<file path="config.mk">
export PLATFORM = sky130hd
export DESIGN_NAME = poly1305_reduce
export DESIGN_NICKNAME = d
export VERILOG_FILES = /design/src/rtl/poly1305_pkg.sv /design/src/rtl/poly1305_fold5.sv /design/src/rtl/poly1305_reduce.sv
export SDC_FILE = /design/constraint.sdc
export NUM_CORES = 2
export LEC_CHECK = 0
export ABC_AREA = 1
export CAP_MARGIN = 20
export CORE_ASPECT_RATIO = 1.1
export CORE_MARGIN = 5
export CORE_UTILIZATION = 55
export CTS_CLUSTER_DIAMETER = 30
export CTS_CLUSTER_SIZE = 12
export DETAILED_ROUTE_END_ITERATION = 10
export GPL_TIMING_DRIVEN = 0
export PLACE_DENSITY = 0.75
export SYNTH_ARGS = -nofsm -noshare
export SYNTH_HDL_FRONTEND = slang
export SYNTH_SLANG_ARGS = --single-unit
</file>
<file path="constraint.sdc">
create_clock -name clk -period 39.7 [get_ports clk]
set_input_delay 7.94 -clock clk [delete_from_list [all_inputs] [get_ports clk]]
set_output_delay 7.94 -clock clk [all_outputs]
set_load 0.05 [all_outputs]
</file>
<file path="src/rtl/poly1305_pkg.sv">
// Shared widths, the Poly1305 prime and the reduction state encoding.
// Intermediate widths are derived from the fold bounds so that no carry can be lost.
package poly1305_pkg;

  localparam int P_W = 259;
  localparam int H_W = 130;

  localparam logic [H_W-1:0] PRIME = 130'h3_FFFF_FFFF_FFFF_FFFF_FFFF_FFFF_FFFF_FFFB;

  // Width of lo + 5*hi: 5*hi needs hi_w+3 bits, and the add may carry one more.
  function automatic int fold_sum_w(input int lo_w, input int hi_w);
    return ((hi_w + 3 > lo_w) ? hi_w + 3 : lo_w) + 1;
  endfunction

  localparam int T1_W = fold_sum_w(H_W, P_W - H_W);
  localparam int T2_W = fold_sum_w(H_W, T1_W - H_W);

  typedef enum logic [1:0] {
    IDLE,
    FOLD1,
    FOLD2,
    FINAL
  } red_state_t;

endpackage

</file>
<file path="src/rtl/poly1305_fold5.sv">
// Combinational fold lo + 5*hi, using 2^130 == 5 (mod p); 5*hi is formed as (hi<<2)+hi.
module poly1305_fold5
  import poly1305_pkg::*;
#(
  parameter int LO_W  = 130,
  parameter int HI_W  = 129,
  parameter int SUM_W = fold_sum_w(LO_W, HI_W)
) (
  input  logic [LO_W-1:0]  lo,
  input  logic [HI_W-1:0]  hi,
  output logic [SUM_W-1:0] sum
);

  logic [HI_W+2:0] five_hi;

  assign five_hi = {1'b0, hi, 2'b00} + {3'b000, hi};
  assign sum     = SUM_W'(lo) + SUM_W'(five_hi);

endmodule

</file>
<file path="src/rtl/poly1305_reduce.sv">
// Reduces the 259-bit multiplier product modulo 2^130-5 in three steps:
// two 5x folds followed by one conditional subtract, with a ready pulse.
module poly1305_reduce
  import poly1305_pkg::*;
(
  input  logic           clk,
  input  logic           rst,
  input  logic           start,
  input  logic [P_W-1:0] P,
  output logic [H_W-1:0] H,
  output logic           ready,
  output logic           busy
);

  red_state_t state;
  red_state_t state_next;

  logic [P_W-1:0]  p_reg;
  logic [T1_W-1:0] t1;
  logic [T2_W-1:0] t2;
  logic [T1_W-1:0] fold1_sum;
  logic [T2_W-1:0] fold2_sum;
  logic            t2_ge_p;
  logic [T2_W-1:0] t2_sub;
  logic [H_W-1:0]  h_next;

  poly1305_fold5 #(
    .LO_W (H_W),
    .HI_W (P_W - H_W)
  ) u_fold1 (
    .lo  (p_reg[H_W-1:0]),
    .hi  (p_reg[P_W-1:H_W]),
    .sum (fold1_sum)
  );

  poly1305_fold5 #(
    .LO_W (H_W),
    .HI_W (T1_W - H_W)
  ) u_fold2 (
    .lo  (t1[H_W-1:0]),
    .hi  (t1[T1_W-1:H_W]),
    .sum (fold2_sum)
  );

  // t2 < 2^130 + 35, so a single subtract of p always lands in [0, p-1].
  assign t2_ge_p = (t2 >= T2_W'(PRIME));
  assign t2_sub  = t2 - T2_W'(PRIME);
  assign h_next  = t2_ge_p ? t2_sub[H_W-1:0] : t2[H_W-1:0];

  assign busy = (state != IDLE);

  always_ff @(posedge clk or posedge rst) begin
    if (rst) begin
      state <= IDLE;
    end else begin
      state <= state_next;
    end
  end

  // A start in any state restarts from FOLD1 with the new product.
  always_comb begin
    state_next = state;
    case (state)
      IDLE:    state_next = IDLE;
      FOLD1:   state_next = FOLD2;
      FOLD2:   state_next = FINAL;
      FINAL:   state_next = IDLE;
      default: state_next = IDLE;
    endcase
    if (start) begin
      state_next = FOLD1;
    end
  end

  // FINAL still completes when a new start lands on the same edge.
  always_ff @(posedge clk or posedge rst) begin
    if (rst) begin
      p_reg <= '0;
      t1    <= '0;
      t2    <= '0;
      H     <= '0;
      ready <= 1'b0;
    end else begin
      ready <= (state == FINAL);
      case (state)
        FOLD1:   t1 <= fold1_sum;
        FOLD2:   t2 <= fold2_sum;
        FINAL:   H  <= h_next;
        default: ;
      endcase
      if (start) begin
        p_reg <= P;
      end
    end
  end

endmodule

</file>
## Word-level counts from Yosys, hierarchy flattened

Index checks and enable logic that the tools add are counted.

| storage, ports and cells | value |
|---|---|
| word-level logic and storage cells | 21 |
| output and inout bits | 132 |
| bits in registers | 656 |
| input bits | 262 |

| operators by class | value |
|---|---|
| multiplexer cells | 3 |
| $add $sub $neg | 5 |
| equality and inequality tests | 3 |
| reduce and logical (&&, ||, !) cells | 3 |
| $lt $le $gt $ge | 1 |

Operator list:

| cell | number |
|---|---|
| adder 130 x 132 -> 133 bit | 1 |
| adder 131 x 129 -> 132 bit | 1 |
| adder 130 x 6 -> 131 bit | 1 |
| greater-or-equal comparator 131 x 130 -> 1 bit, second input constant | 1 |
| 2-to-1 mux 130 bit | 1 |
| subtractor 130 bit, second input constant | 1 |
| adder 5 x 3 -> 6 bit | 1 |
| case mux 2 bit (3 select lines) | 1 |
| equality test 2 bit, second input constant | 2 |
| equality test 2 x 1 -> 1 bit, second input constant | 1 |
| logical NOT 2 bit | 1 |
| 2-to-1 mux 2 bit | 1 |
| nonzero test 2 bit | 1 |
| OR reduction 2 bit | 1 |

## Logic depth before layout (Yosys ltp)

| logic depth | value |
|---|---|
| word-level depth | 4 |
| mapped depth | 21 |
| gate-level depth less buffers | 21 |

## By module

Synthesis repeated with hierarchy kept, for this count alone.

| second synthesis, totals | value |
|---|---|
| cell total of the unflattened synthesis | 7955 |
| area total of the unflattened synthesis | 51551.9 um2 |

Modules (own cells, without submodules):

| module | area each (um2) | sequential area each (um2) | cells each | instances |
|---|---|---|---|---|
| poly1305_reduce | 30649.4 | 16415.7 | 3868 | 1 |
| poly1305_fold5 (u_fold1) | 15628.7 | 0.0 | 2935 | 1 |
| poly1305_fold5 (u_fold2) | 5273.8 | 0.0 | 1152 | 1 |

## Worst setup path after synthesis

Ideal clock, no wire load.

| timing path | value |
|---|---|
| kind | register to output |
| start point | register state[0] |
| end point | output busy |
| arrival time | 0.912 ns |
| required time | 31.760 ns |
| slack | 30.848 ns |
| cell stages (with the launch flop) | 4 |
| buffers on the path | 0 |
| cells stage by stage | dfrtp_1 inv_1 ha_1 inv_1 |

| between the ends | value |
|---|---|
| cells in the longest elaborated chain, start to end | 1 |

Ends and longest elaborated chain:

| item | RTL line | source |
|---|---|---|
| from (decl) | poly1305_reduce.sv:15 | `red_state_t state;` |
| from (signal assigned) | poly1305_reduce.sv:56 | `state <= state_next;` |
| nonzero test 2 bit | poly1305_reduce.sv:50 | `assign busy = (state != IDLE);` |
| to (decl) | poly1305_reduce.sv:12 | `output logic busy` |

No other way between the ends.

## Worst setup path after layout

Same ends and word-level chain as after synthesis.

==> results.toml <==
[run_status]
run_status = "complete, no violations"

[global_route]
number_of_global_route_vias_before_repair = 54080
grt_most_used_layer = "met2"
globalRouteTotalUtil_pct = 45.32
antenna_found_initial = 4
grt_start_max_net_pins = 139
grt_first_pass_wirelength_mm = 325.1
gr-total-overflow = 0
gr-usage-met1_pct = 50.28
global_routing_usage_on_met3_pct = 7.970
groute.layer.met2.usage_pct = 74.92

[setup_path]
required_ns = 31.76
register_to_register_setup_slack_ns = 35.40
crit_start = "state[0]"
critPathCaptureType = "primary output"
critical_path_class = "flop to primary output"
crit_arrival_ns = 2.25
worst_path_largest_cell_delay_ns = 0.79
worstReg2RegStart = "t2[63]"
cp_most_frequent_cell = "inv_1"
worst_reg2reg_path_depth = 14
crit_slowest_cell = "clkdlybuf4s50_1"
cp_max_fo = 3
crit_chain = "inv_1 > ha_1 > inv_1 > clkdlybuf4s50_1"
startpoint_type = "flop"

[floorplanning]
floorplan.initialDensity_pct = 55.22
dieArea_um2 = 95670
boundaryPins = 394
fp-row-count = 115
die-width_um = 295.4
die-height_um = 323.9
placeableCoreArea_um2 = 89210

[worst_hold_path]
hold_path.startpoint = "H[48]"
min_delay_path_depth = 2
hold_path_class = "flop to flop"

[cells_and_area]
final_cell_area_um2 = 59120
post_route_cells_drive_above_1_share_pct = 3.904
fin_util_pct = 66.27
layout_commonest_cell = "nand2_1"
largest_register_ff_count = 259
layout-area-overhead-vs-synth_pct = 20.00
mostFrequentLayoutCells = "nand2_1 (3172), inv_1 (888), nor2_1 (818), dfrtp_1 (655), clkdlybuf4s50_1 (393)"
design.final.nets = 8632
number_of_fill_cells = 7571

[synth]
yosysWarnings = 0
syn-num-nets = 8106
synth.yosys.seq_area_share_pct = 33.27
postSynthRegisterBits = 655
post_synth_instance_area_um2 = 49260
count_of_distinct_cell_types_in_the_synthesized_netlist = 46
average_instance_area_after_synthesis_um2 = 6.510
synthCells = 7568

[clocking]
clk_pin_slew_worst_paths_ns = 0.06
cts_hold_repair.buffers = 0
post_cts_setup_buffer_count = 0
tritoncts.num_buffers = 117
clkLatencyLatePin_ns = 0.73
clk_root_buffer_cell = "clkbuf_16"
cts-htree-levels = 3
cts_max_path_buffers = 3
clkSinkCount = 655
tritoncts = "yes"
post_cts_resize_count = 0

[timing]
layout_setup_ws_ns = 29.51
post-route-period-util_pct = 25.67
tns_ns = 0
final.min_clock_period_ns = 10.19
final_hold_viol_count = 0
number_of_setup_violations_in_the_final_report = 0
slew-limit-headroom_pct = 14.49
final_setup_skew_ns = 0.04351
rsz0062_at_grt = "no"
fmax_mhz = 98.13
worst_slew_pin_slew_ns = 1.269
final_max_slew_viol_count = 0

[power]
power.switching_fraction_pct = 48.11
pwr-share-seq_pct = 29.3
switchingPower_mw = 1.959
irDropWorstVdd_uv = 50.95
power-per-cell-area_nw_per_um2 = 68.89
logic_gate_share_of_total_power_pct = 44.7
cell_internal_pwr_mw = 2.113
cellLeakagePower_nw = 28.80
power.clock.fraction_pct = 25.9

[detailed_routing]
detail_route.iter0.violations = 6360
drt_pass1_iterations = 9
num_vias = 54950
route.detailed.drc = 0
antenna_left = 0
finalWirelength_mm = 221.1
vias_per_cell = 5.864
detail_route.wl_per_cell_um = 23.59

[run]
drv_cap = 0

[place]
dpl_cell_area_um2 = 54900
numPortBuffers = 393
gp_routability_congestion = 1.104
detailed_place_hpwl_mm = 175.3
detailedPlace.worstSlack_ns = 29.68
==> cells by family (layout without fill, tap and decap cells) <==
| family | after synthesis | after routing | share of synthesized area, % |
|---|---|---|---|
| xor gates and xnor gates | 248 | 248 | 4.409 |
| and+or+nand+nor | 4627 | 4627 | 37.67 |
| other | 0 | 5 | 0 |
| adders and majority gates | 276 | 276 | 8.975 |
| AOI/OAI and AO/OA | 668 | 668 | 7.104 |
| buffers and inverters | 1094 | 1722 | 8.574 |
| DFF | 655 | 655 | 33.27 |
==> critical path: cells and delay by family, from the launching register on <==
kind	cells	cell delay (ns)
adders and majority gates	1	0.21
DFF	1	0.38
buffers and inverters	3	0.94
==> power groups by stage <==
stage | registers, mW | clock network, mW | logic (mW)
2_1_floorplan | 1.31 | 0 | 0.927
3_3_place_gp | 1.17 | 0 | 1.70
3_5_place_dp | 1.18 | 0 | 1.73
4_1_cts | 1.17 | 1.05 | 1.77
5_1_grt | 1.21 | 1.09 | 1.95
6_report | 1.20 | 1.06 | 1.82
==> Yosys cell counts (all sizes together) <==
cell type | count | area (um2)
a21boi | 2 | 15.01
a21o | 9 | 67.56
a21oi | 200 | 1012
a31o | 1 | 8.760
a31oi | 42 | 262.8
and2 | 2 | 12.51
and3 | 1 | 6.260
buf | 45 | 286.5
clkbuf | 130 | 488.0
clkinv | 1 | 3.750
dfrtp | 655 | 16390
fa | 129 | 2582
ha | 147 | 1839
inv | 918 | 3446
nand2 | 3173 | 11910
nand3 | 274 | 1401
nand3b | 29 | 217.7
nand4 | 124 | 775.7
nor2 | 825 | 3114
nor3 | 168 | 912.1
nor3b | 3 | 22.52
nor4 | 17 | 112.6
o211ai | 5 | 42.54
o21ai | 390 | 1952
o21bai | 13 | 97.59
o22ai | 4 | 25.02
o311ai | 1 | 8.760
o31ai | 1 | 7.510
or2 | 11 | 68.82
xnor2 | 77 | 674.4
xor2 | 171 | 1498
==> layer usage <==
| layer | routed length [um] | share of wire (%) |
|---|---|---|
| met3 | 19260 | 8.7 |
| met1 | 74960 | 34 |
| met4 | 25150 | 11 |
| met2 | 101700 | 46 |
| met5 | 27 | 0.012 |
==> worst paths after layout <==
check	to
setup / recovery	busy
hold / removal	H[48]
setup reg to reg	H[129]
hold reg to reg	H[48]
max in group asynchronous	p_reg[224]
min in group asynchronous	t2[0]
==> final cells by class <==
cell class | instances | area, um2 | area share, %
clock buffers | 133 | 3078 | 5.207
diodes | 5 | 12.51 | 0.02116
inverters | 919 | 3457 | 5.848
plain buffers | 175 | 774.5 | 1.310
flip-flops and latches | 655 | 16390 | 27.73
multi-input cells | 5819 | 28660 | 48.47
well taps | 1170 | 1464 | 2.476
clock inverters | 88 | 1091 | 1.846
repair buffers | 407 | 4194 | 7.094
==> metrics by stage <==
step / instances / hold WS, ns / power [mW]
floorplan: 7568 / 0.4483 / 2.236
global placement: 9131 / 0.4614 / 2.867
detailed placement: 9142 / 0.4648 / 2.913
CTS: 9363 / 0.4772 / 3.994
global route: 9366 / 0.4888 / 4.254
finish: 9371 / 0.4745 / 4.072
Note: power is estimated with default switching activity, not from simulation.
